===== config.mk =====
export PLATFORM = sky130hd
export DESIGN_NAME = roberto_responder
export DESIGN_NICKNAME = d
export VERILOG_FILES = /design/src/rtl/roberto_responder_pkg.sv /design/src/rtl/roberto_timeout.sv /design/src/rtl/roberto_responder.sv
export SDC_FILE = /design/constraint.sdc
export NUM_CORES = 1
export LEC_CHECK = 0
export BUFFER_PORTS_ARGS = -buffer_cell sky130_fd_sc_hd__buf_2
export CAP_MARGIN = 30
export CORE_UTILIZATION = 55
export DETAILED_ROUTE_END_ITERATION = 8
export PLACE_DENSITY = 0.78
export SLEW_MARGIN = 20
export SYNTH_ARGS = -nofsm -noshare
export SYNTH_HDL_FRONTEND = slang
export SYNTH_HIERARCHICAL = 1
export SYNTH_SLANG_ARGS = --single-unit

===== constraint.sdc =====
create_clock -name clock -period 3.68 [get_ports clock]
set_clock_uncertainty 0.2 [all_clocks]
set_input_delay 0.368 -clock clock [delete_from_list [all_inputs] [get_ports clock]]
set_output_delay 0.368 -clock clock [all_outputs]
set_load 0.1 [all_outputs]

===== src/rtl/roberto_responder_pkg.sv =====
// Shared definitions for the roberto_responder sensor-frame receiver/replier:
// state codes, default parameter values and a counter-width helper.
package roberto_responder_pkg;

    localparam int DEF_N_SENSORES     = 3;
    localparam int DEF_BYTES_SENSOR   = 4;
    localparam int DEF_N_RESPOSTA     = 2;
    localparam int DEF_TIMEOUT_CICLOS = 50000;

    typedef enum logic [3:0] {
        OCIOSO      = 4'd0,
        ESPERA_BYTE = 4'd1,
        ARMAZENA    = 4'd2,
        PROX_SENSOR = 4'd3,
        FRAME_OK    = 4'd4,
        ENVIA       = 4'd5,
        ESPERA_TX   = 4'd6,
        PROX_RESP   = 4'd7,
        FINAL       = 4'd8,
        TIMEOUT     = 4'd9
    } estado_t;

    // Bits needed to hold every value 0..max_val (at least one bit).
    function automatic int largura(input int max_val);
        return (max_val < 1) ? 1 : $clog2(max_val + 1);
    endfunction

endpackage


===== src/rtl/roberto_timeout.sv =====
// Inter-byte watchdog: counts while enabled and flags fim on reaching
// TIMEOUT_CICLOS-1, where it holds until cleared.
module roberto_timeout
    import roberto_responder_pkg::*;
#(
    parameter int TIMEOUT_CICLOS = DEF_TIMEOUT_CICLOS
) (
    input  logic clock,
    input  logic reset,
    input  logic zera,
    input  logic conta,
    output logic fim
);

    localparam int              W_CNT  = largura(TIMEOUT_CICLOS - 1);
    localparam logic [W_CNT-1:0] LIMITE = W_CNT'(TIMEOUT_CICLOS - 1);

    logic [W_CNT-1:0] r_cnt;

    // NOTE: sequential state uses non-blocking assignments so every flop samples pre-edge values.
    always_ff @(posedge clock or negedge reset) begin
        if (!reset) begin
            r_cnt <= '0;
        end else if (zera) begin
            r_cnt <= '0;
        end else if (conta && !fim) begin
            r_cnt <= r_cnt + 1'b1;
        end
    end

    assign fim = (r_cnt == LIMITE);

endmodule


===== src/rtl/roberto_responder.sv =====
// Receives a frame of N_SENSORES*BYTES_SENSOR bytes, publishes it on medidas,
// then sends N_RESPOSTA reply bytes through a start/done transmitter handshake.
module roberto_responder
    import roberto_responder_pkg::*;
#(
    parameter int N_SENSORES     = DEF_N_SENSORES,
    parameter int BYTES_SENSOR   = DEF_BYTES_SENSOR,
    parameter int N_RESPOSTA     = DEF_N_RESPOSTA,
    parameter int TIMEOUT_CICLOS = DEF_TIMEOUT_CICLOS
) (
    input  logic                                   clock,
    input  logic                                   reset,
    input  logic                                   habilita,
    input  logic [7:0]                             rx_dado,
    input  logic                                   rx_pronto,
    input  logic                                   tx_pronto,
    input  logic [8*N_RESPOSTA-1:0]                resposta,
    output logic                                   partida_tx,
    output logic [7:0]                             tx_dado,
    output logic [8*N_SENSORES*BYTES_SENSOR-1:0]   medidas,
    output logic                                   medidas_validas,
    output logic                                   erro_timeout,
    output logic                                   pronto,
    output logic [3:0]                             db_estado
);

    localparam int N_BYTES = N_SENSORES * BYTES_SENSOR;
    localparam int W_BYTE  = largura(BYTES_SENSOR);
    localparam int W_SENS  = largura(N_SENSORES);
    localparam int W_IDX   = largura(N_RESPOSTA);
    localparam int W_SLOT  = largura(N_BYTES - 1);

    localparam logic [W_BYTE-1:0] ULT_BYTE   = W_BYTE'(BYTES_SENSOR - 1);
    localparam logic [W_SENS-1:0] ULT_SENS   = W_SENS'(N_SENSORES - 1);
    localparam logic [W_IDX-1:0]  ULT_IDX    = W_IDX'(N_RESPOSTA - 1);
    localparam logic [W_SLOT-1:0] SLOT_PASSO = W_SLOT'(BYTES_SENSOR);

    estado_t                 r_estado;
    estado_t                 w_prox;
    logic [W_BYTE-1:0]       r_byte;
    logic [W_SENS-1:0]       r_sensor;
    logic [W_IDX-1:0]        r_idx;
    logic [8*N_BYTES-1:0]    r_buffer;
    logic [8*N_BYTES-1:0]    r_medidas;
    logic [8*N_RESPOSTA-1:0] r_resposta;
    logic                    r_validas;

    logic [W_SLOT-1:0]       w_slot;
    logic                    w_rx_aceito;
    logic                    w_iniciado;
    logic                    w_zera;
    logic                    w_conta;
    logic                    w_fim;

    assign w_rx_aceito = (r_estado == ESPERA_BYTE) && rx_pronto;
    assign w_iniciado  = (r_byte != '0) || (r_sensor != '0);
    assign w_slot      = W_SLOT'(r_sensor) * SLOT_PASSO + W_SLOT'(r_byte);

    // The watchdog only runs once a frame is under way, so an idle line never aborts.
    assign w_zera  = (r_estado == OCIOSO) || w_rx_aceito;
    assign w_conta = (r_estado == ARMAZENA) || (r_estado == PROX_SENSOR) ||
                     ((r_estado == ESPERA_BYTE) && w_iniciado);

    roberto_timeout #(
        .TIMEOUT_CICLOS (TIMEOUT_CICLOS)
    ) u_timeout (
        .clock (clock),
        .reset (reset),
        .zera  (w_zera),
        .conta (w_conta),
        .fim   (w_fim)
    );

    always_ff @(posedge clock or negedge reset) begin
        if (!reset) begin
            r_estado <= OCIOSO;
        end else begin
            r_estado <= w_prox;
        end
    end

    always_comb begin
        // NOTE: every output of this block gets a default first, so no path can infer a latch.
        w_prox       = r_estado;
        partida_tx   = 1'b0;
        erro_timeout = 1'b0;
        pronto       = 1'b0;
        case (r_estado)
            OCIOSO:      if (habilita) w_prox = ESPERA_BYTE;
            ESPERA_BYTE: begin
                if (rx_pronto)                 w_prox = ARMAZENA;
                else if (w_fim && w_iniciado)  w_prox = TIMEOUT;
            end
            ARMAZENA:    w_prox = (r_byte == ULT_BYTE) ? PROX_SENSOR : ESPERA_BYTE;
            PROX_SENSOR: w_prox = (r_sensor == ULT_SENS) ? FRAME_OK : ESPERA_BYTE;
            FRAME_OK:    w_prox = ENVIA;
            ENVIA: begin
                partida_tx = 1'b1;
                w_prox     = ESPERA_TX;
            end
            ESPERA_TX:   if (tx_pronto) w_prox = PROX_RESP;
            PROX_RESP:   w_prox = (r_idx == ULT_IDX) ? FINAL : ENVIA;
            FINAL: begin
                pronto = 1'b1;
                w_prox = OCIOSO;
            end
            TIMEOUT: begin
                erro_timeout = 1'b1;
                w_prox       = OCIOSO;
            end
            default:     w_prox = OCIOSO;
        endcase
    end

    // NOTE: the frame buffer has no reset; every slot is rewritten before it is ever published.
    always_ff @(posedge clock) begin
        if (w_rx_aceito) begin
            for (int s = 0; s < N_BYTES; s++) begin
                if (w_slot == W_SLOT'(s)) r_buffer[8*s +: 8] <= rx_dado;
            end
        end
    end

    always_ff @(posedge clock or negedge reset) begin
        if (!reset) begin
            r_byte     <= '0;
            r_sensor   <= '0;
            r_idx      <= '0;
            r_medidas  <= '0;
            r_resposta <= '0;
            r_validas  <= 1'b0;
        end else begin
            r_validas <= (r_estado == FRAME_OK);
            case (r_estado)
                OCIOSO: begin
                    r_byte   <= '0;
                    r_sensor <= '0;
                    r_idx    <= '0;
                end
                ARMAZENA:    r_byte <= r_byte + 1'b1;
                PROX_SENSOR: begin
                    r_byte   <= '0;
                    r_sensor <= r_sensor + 1'b1;
                end
                FRAME_OK: begin
                    r_medidas  <= r_buffer;
                    r_resposta <= resposta;
                end
                // The reply register shifts so the byte being sent always sits in [7:0].
                PROX_RESP: begin
                    r_idx      <= r_idx + 1'b1;
                    r_resposta <= r_resposta >> 8;
                end
                default: ;
            endcase
        end
    end

    assign tx_dado         = r_resposta[7:0];
    assign medidas         = r_medidas;
    assign medidas_validas = r_validas;
    assign db_estado       = r_estado;

endmodule


==> metrics.txt, run 1 <==
# TYPE chip_impl_metric gauge
chip_impl_metric{name="grt_overflow",unit=""} 0
chip_impl_metric{name="period_needed",unit="ns"} 3.15
chip_impl_metric{name="place.port_buffers",unit=""} 140
chip_impl_metric{name="synth_fp_nets",unit=""} 792
chip_impl_metric{name="yosysWarningCount",unit=""} 6
chip_impl_metric{name="cts.path.max_buffers",unit=""} 3
chip_impl_info{name="setup.worst_path.class",value="reg2reg"} 1
chip_impl_metric{name="gp_congestion",unit=""} 0.794
chip_impl_metric{name="required_time_of_the_worst_setup_path",unit="ns"} 3.92
chip_impl_metric{name="total_of_flip_flops_plus_latches_after_synthesis",unit=""} 236
chip_impl_metric{name="fp.dieArea",unit="um^2"} 16900
chip_impl_metric{name="cts-htree-levels",unit=""} 1
chip_impl_info{name="endpoint_kind",value="flip-flop"} 1
chip_impl_metric{name="io_pins",unit=""} 141
chip_impl_metric{name="finalCoreUtilization",unit=""} 0.672
chip_impl_metric{name="achievable-frequency",unit="MHz"} 317
chip_impl_metric{name="grt_max_degree",unit=""} 81
chip_impl_info{name="setup_repair_after_global_routing_missed_its_margin",value="no"} 1
chip_impl_metric{name="final_max_slew_viol_count",unit=""} 0
chip_impl_info{name="cts_tree",value="done"} 1
chip_impl_metric{name="routedWlPerCell",unit="um"} 17.2
chip_impl_info{name="classification_of_the_worst_slack_hold_path",value="in2reg"} 1
chip_impl_metric{name="number_of_diodes_added_for_antenna_fixing",unit=""} 0
chip_impl_metric{name="antenna_violating_nets_post_route",unit=""} 0
chip_impl_info{name="critPathSlowestCell",value="dfrtp_1"} 1
chip_impl_metric{name="coreArea",unit="um^2"} 15900
chip_impl_metric{name="drt-pass1-iter-count",unit=""} 5
chip_impl_info{name="post-synth-top-count-cell",value="nand2_1"} 1
chip_impl_info{name="outcome",value="complete, no violations"} 1
chip_impl_metric{name="drt-total-wl",unit="um"} 19500
chip_impl_metric{name="drc_errors",unit=""} 0
chip_impl_metric{name="worst_pin_slew",unit="ns"} 0.816
chip_impl_metric{name="syn_area_per_cell",unit="um^2"} 11.9
chip_impl_metric{name="fin_tns_setup",unit="ns"} 0
chip_impl_info{name="synth_top_cells_by_count",value="nand2_1, dfrtp_1, edfxtp_1"} 1
chip_impl_info{name="synth_area_leaders",value="dfrtp_1, edfxtp_1, nand2_1, nor2_1, ha_1"} 1
chip_impl_metric{name="grt_antenna_before_repair",unit=""} 0
chip_impl_metric{name="setup_viol",unit=""} 0
chip_impl_metric{name="critical_path.max_fanout",unit=""} 49
chip_impl_metric{name="fin_crit_sh",unit=""} 0.856
chip_impl_metric{name="number_of_distinct_standard_cells_referenced_by_the_synthesized_netlist",unit=""} 57
chip_impl_metric{name="clk_pin_slew",unit="ns"} 0.06
chip_impl_metric{name="synth.top_cell.area_share",unit=""} 0.390
chip_impl_metric{name="drtIter0Drc",unit=""} 469
chip_impl_info{name="path_cells",value="or4b_4, clkinv_2, nor2_1, a22o_1"} 1
chip_impl_metric{name="worst_ep_arrival_time",unit="ns"} 3.39
chip_impl_info{name="synth_top_cell_by_area",value="dfrtp_1"} 1
chip_impl_metric{name="sequential_element_share_of_the_synthesized_area",unit=""} 0.711
chip_impl_metric{name="grt_pass1_vias",unit=""} 5917
chip_impl_metric{name="proportion_of_synthesized_flip_flops_having_asynchronous_set_or_reset",unit=""} 0.593
chip_impl_metric{name="die_width",unit="um"} 130
chip_impl_metric{name="max-slew-margin-rel",unit=""} 0.454
chip_impl_metric{name="number_of_enable_type_register_cells_in_the_synthesized_netlist",unit=""} 96
chip_impl_metric{name="globalRouteTotalUtil",unit=""} 0.239
chip_impl_metric{name="numClockSinks",unit=""} 236
chip_impl_metric{name="finish.net_count",unit=""} 937
chip_impl_metric{name="area_delta_synth_final",unit="%"} 19.3
chip_impl_metric{name="dr_total_vias",unit=""} 6054
chip_impl_metric{name="wire_length_of_the_first_global_routing_pass",unit="um"} 30700
chip_impl_metric{name="cts-buffers-inserted",unit=""} 24
chip_impl_metric{name="maxCapViolations",unit=""} 0
chip_impl_metric{name="route.detailed.vias_per_inst",unit=""} 5.35
chip_impl_metric{name="starting_density_of_the_core",unit=""} 0.564
chip_impl_metric{name="fraction_of_final_layout_cells_sized_beyond_drive_strength_1",unit=""} 0.219
chip_impl_metric{name="timing_hold_violations_final",unit=""} 0
chip_impl_metric{name="max_stage_delay",unit="ns"} 0.70
chip_impl_info{name="worstSetupStartpointType",value="flip-flop"} 1
chip_impl_info{name="cts.root.buffer_cell",value="clkbuf_16"} 1
chip_impl_metric{name="clock_insertion_delay_worst_skew",unit="ns"} 0.51
chip_impl_metric{name="syn-cell-area",unit="um^2"} 8980
chip_impl_metric{name="dieHeight",unit="um"} 130
chip_impl_metric{name="place_hpwl",unit="um"} 11700
chip_impl_metric{name="fp-row-count",unit=""} 46
chip_impl_metric{name="postCtsSetupBuffers",unit=""} 0
chip_impl_metric{name="synth_cells",unit=""} 753
chip_impl_metric{name="r2r_setup_slack",unit="ns"} 0.53
chip_impl_info{name="synth_flop_cell",value="dfrtp_1"} 1
## registers in the layout, summed over array words and instances (netlist names)
| register | cells |
|---|---|
| r_idx | 2 |
| r_buffer | 96 |
| db_estado | 4 |
| u_timeout/r_cnt | 16 |
| medidas | 96 |
| r_sensor | 2 |
| r_resposta | 16 |
| r_byte | 3 |
| medidas_validas | 1 |
## critical path, delay by kind of cell, from the launching register on
family          cells  cell delay, ns
buf+inv             1            0.61
compound gates      1            0.25
simple gates        2            1.32
flops               1            0.70
## through the flow
stage	instance area (um^2)	hold WS [ns]	std cells	worst slack, ns
2_1_floorplan	8990	-0.128	753	0.369
3_3_place_gp	9760	0.219	1071	0.787
3_5_place_dp	9760	0.220	1071	0.710
4_1_cts	10700	0.0400	1132	0.634
5_1_grt	10700	0.0437	1132	0.306
6_report	10700	0.0524	1132	0.530
## routing by layer
metal  vias up  wire (um)  GRT usage
met1      3000       8230      0.318
met5         -          0          0
met2       215       9620      0.400
met3        35       1180     0.0410
met4         0        456     0.0862
li1       2804          -          -
## path summary, 6_finish.rpt
kind,startpoint,end,cells past startpoint
hold / removal,rx_dado[6],r_buffer[22],1
hold reg to reg,r_buffer[91],medidas[91],2
min in group asynchronous,reset,medidas_validas,2
max in group asynchronous,reset,medidas[51],3
setup / recovery,db_estado[1],r_resposta[14],4
setup reg to reg,db_estado[1],r_resposta[14],4
## final cells by class
class	instances	area (um^2)
Timing Repair Buffer	162	940
Clock buffer	33	676
Inverter	12	46.3
Tap cell	216	270
Fill cell	1136	5220
Sequential cell	236	6390
Multi-Input combinational cell	462	2290
Clock inverter	11	114
## logic make-up (layout without fill, tap and decap cells)
logic type,count (synthesis),in the layout,share of synthesized area
flops,236,236,0.711
fa+ha+maj,10,10,0.0139
mux,3,3,0.00348
buf+inv,55,218,0.0362
compound gates,47,47,0.0394
simple gates,393,393,0.187
xor+xnor,9,9,0.00877
## layout by cell type, fill, tap and decap left out, drive strengths merged, types with 11 or more instances in the layout
cell type    instances
inv                 11
nor3                16
nand2              295
clkbuf              33
dfrtp              140
nor2                36
buf                145
edfxtp              96
dlygate4sd3         17
a22o                12
## timing repair
action                     CTS  global route
setup endpoints to repair    0             0
hold endpoints to repair    95             0
resized for setup            0             0
hold buffers                17             0
Power of run 1 is left out: the tool's default activity adds up to more than one toggle a clock period on the data nets, which glitch-free logic cannot reach.
==> inputs of run 2 (changes only) <==
--- a/config.mk
+++ b/config.mk
@@ -9,9 +9,10 @@
 export CAP_MARGIN = 30
 export CORE_UTILIZATION = 55
 export DETAILED_ROUTE_END_ITERATION = 8
+export MAX_ROUTING_LAYER = met4
 export PLACE_DENSITY = 0.78
+export SKIP_CTS_REPAIR_TIMING = 1
 export SLEW_MARGIN = 20
 export SYNTH_ARGS = -nofsm -noshare
 export SYNTH_HDL_FRONTEND = slang
-export SYNTH_HIERARCHICAL = 1
 export SYNTH_SLANG_ARGS = --single-unit
==> run 2 against run 1 <==
  * Core utilization increased by 1.4 points
  * Die area shrank 0.15%
  * Clock-buffer cell count fell by 1
  * Area after synthesis is 0.15% lower
  * Non-clock buffer count increased by 1
  * Register-to-register slack better by 0.20 ns
  * Critical path depth unchanged
  * Maximum frequency rose by 6.8%
  * Final cell count increased by 1.8%
  * Critical endpoint is now r_buffer[37]
==> metrics.txt, run 2 <==
# TYPE chip_impl_metric gauge
chip_impl_metric{name="final_critical_path_setup_slack",unit="ns"} 0.731
chip_impl_metric{name="r2r_setup_slack",unit="ns"} 0.73
chip_impl_info{name="classification_of_the_worst_slack_hold_path",value="in2reg"} 1
chip_impl_metric{name="period_needed",unit="ns"} 2.95
chip_impl_info{name="synth_top_cells_by_count",value="nand2_1, dfrtp_1, edfxtp_1"} 1
chip_impl_metric{name="clk_pin_slew",unit="ns"} 0.07
chip_impl_info{name="most_common_library_cell_in_the_layout_ignoring_fill_and_taps",value="nand2_1"} 1
chip_impl_metric{name="starting_density_of_the_core",unit=""} 0.565
chip_impl_info{name="worstSetupStartpointType",value="flip-flop"} 1
chip_impl_metric{name="proportion_of_synthesized_flip_flops_having_asynchronous_set_or_reset",unit=""} 0.593
chip_impl_metric{name="place.port_buffers",unit=""} 140
chip_impl_info{name="cts.root.buffer_cell",value="clkbuf_16"} 1
chip_impl_info{name="synth_top_cell_by_area",value="dfrtp_1"} 1
chip_impl_metric{name="drt-total-wl",unit="um"} 19700
chip_impl_metric{name="antenna_violating_nets_post_route",unit=""} 0
chip_impl_info{name="synth_flop_cell",value="dfrtp_1"} 1
chip_impl_metric{name="grt_max_degree",unit=""} 81
chip_impl_metric{name="synth.top_cell.area_share",unit=""} 0.391
chip_impl_metric{name="worst_ep_arrival_time",unit="ns"} 2.88
chip_impl_info{name="timing.critical_path.to",value="r_buffer[37]"} 1
chip_impl_metric{name="yosysWarningCount",unit=""} 0
chip_impl_metric{name="critical_path_cell_count",unit=""} 4
chip_impl_metric{name="fp.dieArea",unit="um^2"} 16800
chip_impl_info{name="synth_area_leaders",value="dfrtp_1, edfxtp_1, nand2_1, ha_1, a21oi_1"} 1
chip_impl_info{name="critical_path.top_delay_family",value="simple AND/OR/NAND/NOR gates"} 1
chip_impl_metric{name="setup_viol",unit=""} 0
chip_impl_metric{name="place_hpwl",unit="um"} 11800
chip_impl_metric{name="fraction_of_final_layout_cells_sized_beyond_drive_strength_1",unit=""} 0.213
chip_impl_metric{name="timing_hold_violations_final",unit=""} 0
chip_impl_metric{name="area_delta_synth_final",unit="%"} 21.5
chip_impl_info{name="setup_repair_after_global_routing_missed_its_margin",value="no"} 1
chip_impl_metric{name="fp-row-count",unit=""} 46
chip_impl_metric{name="globalRouteTotalUtil",unit=""} 0.238
chip_impl_info{name="cp-startpoint",value="db_estado[2]"} 1
chip_impl_metric{name="preCtsSetupSlack",unit="ns"} 0.850
chip_impl_info{name="final_cell_mix",value="nand2_1, dfrtp_1, buf_2"} 1
chip_impl_metric{name="max-slew-margin-rel",unit=""} 0.371
chip_impl_metric{name="drc_errors",unit=""} 0
chip_impl_info{name="setup.worst_path.class",value="reg2reg"} 1
chip_impl_info{name="outcome",value="complete, no violations"} 1
chip_impl_metric{name="fin_tns_setup",unit="ns"} 0
chip_impl_metric{name="fill_cells",unit=""} 1140
chip_impl_info{name="worst_r2r_startpoint",value="db_estado[2]"} 1
chip_impl_metric{name="maxCapViolations",unit=""} 0
chip_impl_metric{name="final_max_slew_viol_count",unit=""} 0
chip_impl_metric{name="number_of_enable_type_register_cells_in_the_synthesized_netlist",unit=""} 96
chip_impl_metric{name="cts-buffers-inserted",unit=""} 24
chip_impl_metric{name="coreArea",unit="um^2"} 15900
chip_impl_metric{name="dieHeight",unit="um"} 130
chip_impl_metric{name="wire_length_of_the_first_global_routing_pass",unit="um"} 29800
chip_impl_metric{name="cts.path.max_buffers",unit=""} 3
chip_impl_metric{name="routedWlPerCell",unit="um"} 17.1
chip_impl_metric{name="finish.net_count",unit=""} 957
chip_impl_metric{name="dr_total_vias",unit=""} 6168
chip_impl_metric{name="grt_antenna_before_repair",unit=""} 0
chip_impl_metric{name="synth_cells",unit=""} 771
chip_impl_metric{name="total_of_flip_flops_plus_latches_after_synthesis",unit=""} 236
chip_impl_info{name="timing.rr.end",value="r_buffer[37]"} 1
chip_impl_metric{name="number_of_distinct_standard_cells_referenced_by_the_synthesized_netlist",unit=""} 47
chip_impl_info{name="post-synth-top-count-cell",value="nand2_1"} 1
chip_impl_metric{name="worst-r2r-cell-count",unit=""} 4
chip_impl_metric{name="io_pins",unit=""} 141
chip_impl_metric{name="drt-pass1-iter-count",unit=""} 6
chip_impl_metric{name="max_stage_delay",unit="ns"} 0.58
chip_impl_metric{name="dpl_cell_area",unit="um^2"} 9860
chip_impl_metric{name="gp_congestion",unit=""} 0.830
chip_impl_metric{name="clock_insertion_delay_worst_skew",unit="ns"} 0.52
chip_impl_metric{name="number_of_diodes_added_for_antenna_fixing",unit=""} 0
chip_impl_metric{name="critical_path.max_fanout",unit=""} 15
chip_impl_metric{name="worst_pin_slew",unit="ns"} 0.935
chip_impl_metric{name="synth_fp_nets",unit=""} 810
chip_impl_metric{name="grt_overflow",unit=""} 0
chip_impl_metric{name="cts-htree-levels",unit=""} 1
chip_impl_metric{name="drtIter0Drc",unit=""} 479
chip_impl_metric{name="numClockSinks",unit=""} 236
chip_impl_metric{name="syn-cell-area",unit="um^2"} 8970
chip_impl_metric{name="grt_pass1_vias",unit=""} 5730
chip_impl_metric{name="route.detailed.vias_per_inst",unit=""} 5.35
chip_impl_metric{name="required_time_of_the_worst_setup_path",unit="ns"} 3.62
chip_impl_info{name="cts_tree",value="done"} 1
chip_impl_metric{name="achievable-frequency",unit="MHz"} 339
chip_impl_info{name="endpoint_kind",value="flip-flop"} 1
chip_impl_metric{name="syn_area_per_cell",unit="um^2"} 11.6
chip_impl_info{name="path_cells",value="nor2_2, nand3_1, or2_2, nor2_1"} 1
chip_impl_metric{name="sequential_element_share_of_the_synthesized_area",unit=""} 0.712
chip_impl_metric{name="fin_crit_sh",unit=""} 0.801
chip_impl_metric{name="worstPathBufferInverterCount",unit=""} 0
chip_impl_metric{name="die_width",unit="um"} 130
chip_impl_metric{name="final_cell_area",unit="um^2"} 10900
chip_impl_info{name="critPathSlowestCell",value="nor2_1"} 1
-- run 2: stage by stage --
step / hold WS, ns / util / cells
2_1_floorplan: -0.128 / - / 771
3_5_place_dp: 0.221 / 0.621 / 1090
6_report: 0.0436 / 0.686 / 1152
4_1_cts: -0.265 / 0.675 / 1134
3_3_place_gp: 0.219 / 0.619 / 1089
5_1_grt: 0.0355 / 0.686 / 1152
-- run 2: logic make-up after synthesis --
| family | after synthesis | synth area share |
|---|---|---|
| multiplexers | 3 | 0.00335 |
| AO/OA/AOI/OAI | 65 | 0.0462 |
| XOR/XNOR | 1 | 0.000976 |
| buffers and inverters | 56 | 0.0287 |
| adder cells (fa/ha/maj) | 10 | 0.0139 |
| AND/OR/NAND/NOR | 400 | 0.195 |
| flip-flops | 236 | 0.712 |
-- run 2: worst min path at each step --
| stage | slack (ns) | depth (start not counted) | start | endpoint |
|---|---|---|---|---|
| final | 0.04 | 1 | rx_dado[4] | r_buffer[92] |
| after global routing | 0.04 | 1 | rx_dado[4] | r_buffer[92] |
| after CTS | -0.26 | 1 | reset | medidas[36] |
| after detailed placement | 0.22 | 2 | r_buffer[27] | medidas[27] |
| after global placement | 0.22 | 2 | r_buffer[80] | medidas[80] |
| after floorplan | -0.13 | 0 | reset | db_estado[0] |
-- run 2: layer usage --
layer | GRT usage | part of all wire
met1 | 0.335 | 0.43
met3 | 0.0308 | 0.054
met5 | - | 0
met2 | 0.366 | 0.49
met4 | 0.0698 | 0.023
-- run 2: final cells by class --
cell class                      count  area [um^2]  area share
Timing Repair Buffer              163          970      0.0890
Multi-Input combinational cell    479         2360       0.216
Inverter                           14         53.8     0.00494
Sequential cell                   236         6390       0.586
Clock inverter                     12          155      0.0142
Clock buffer                       32          703      0.0645
Tap cell                          216          270      0.0248
Power of run 2 is left out for the same reason.
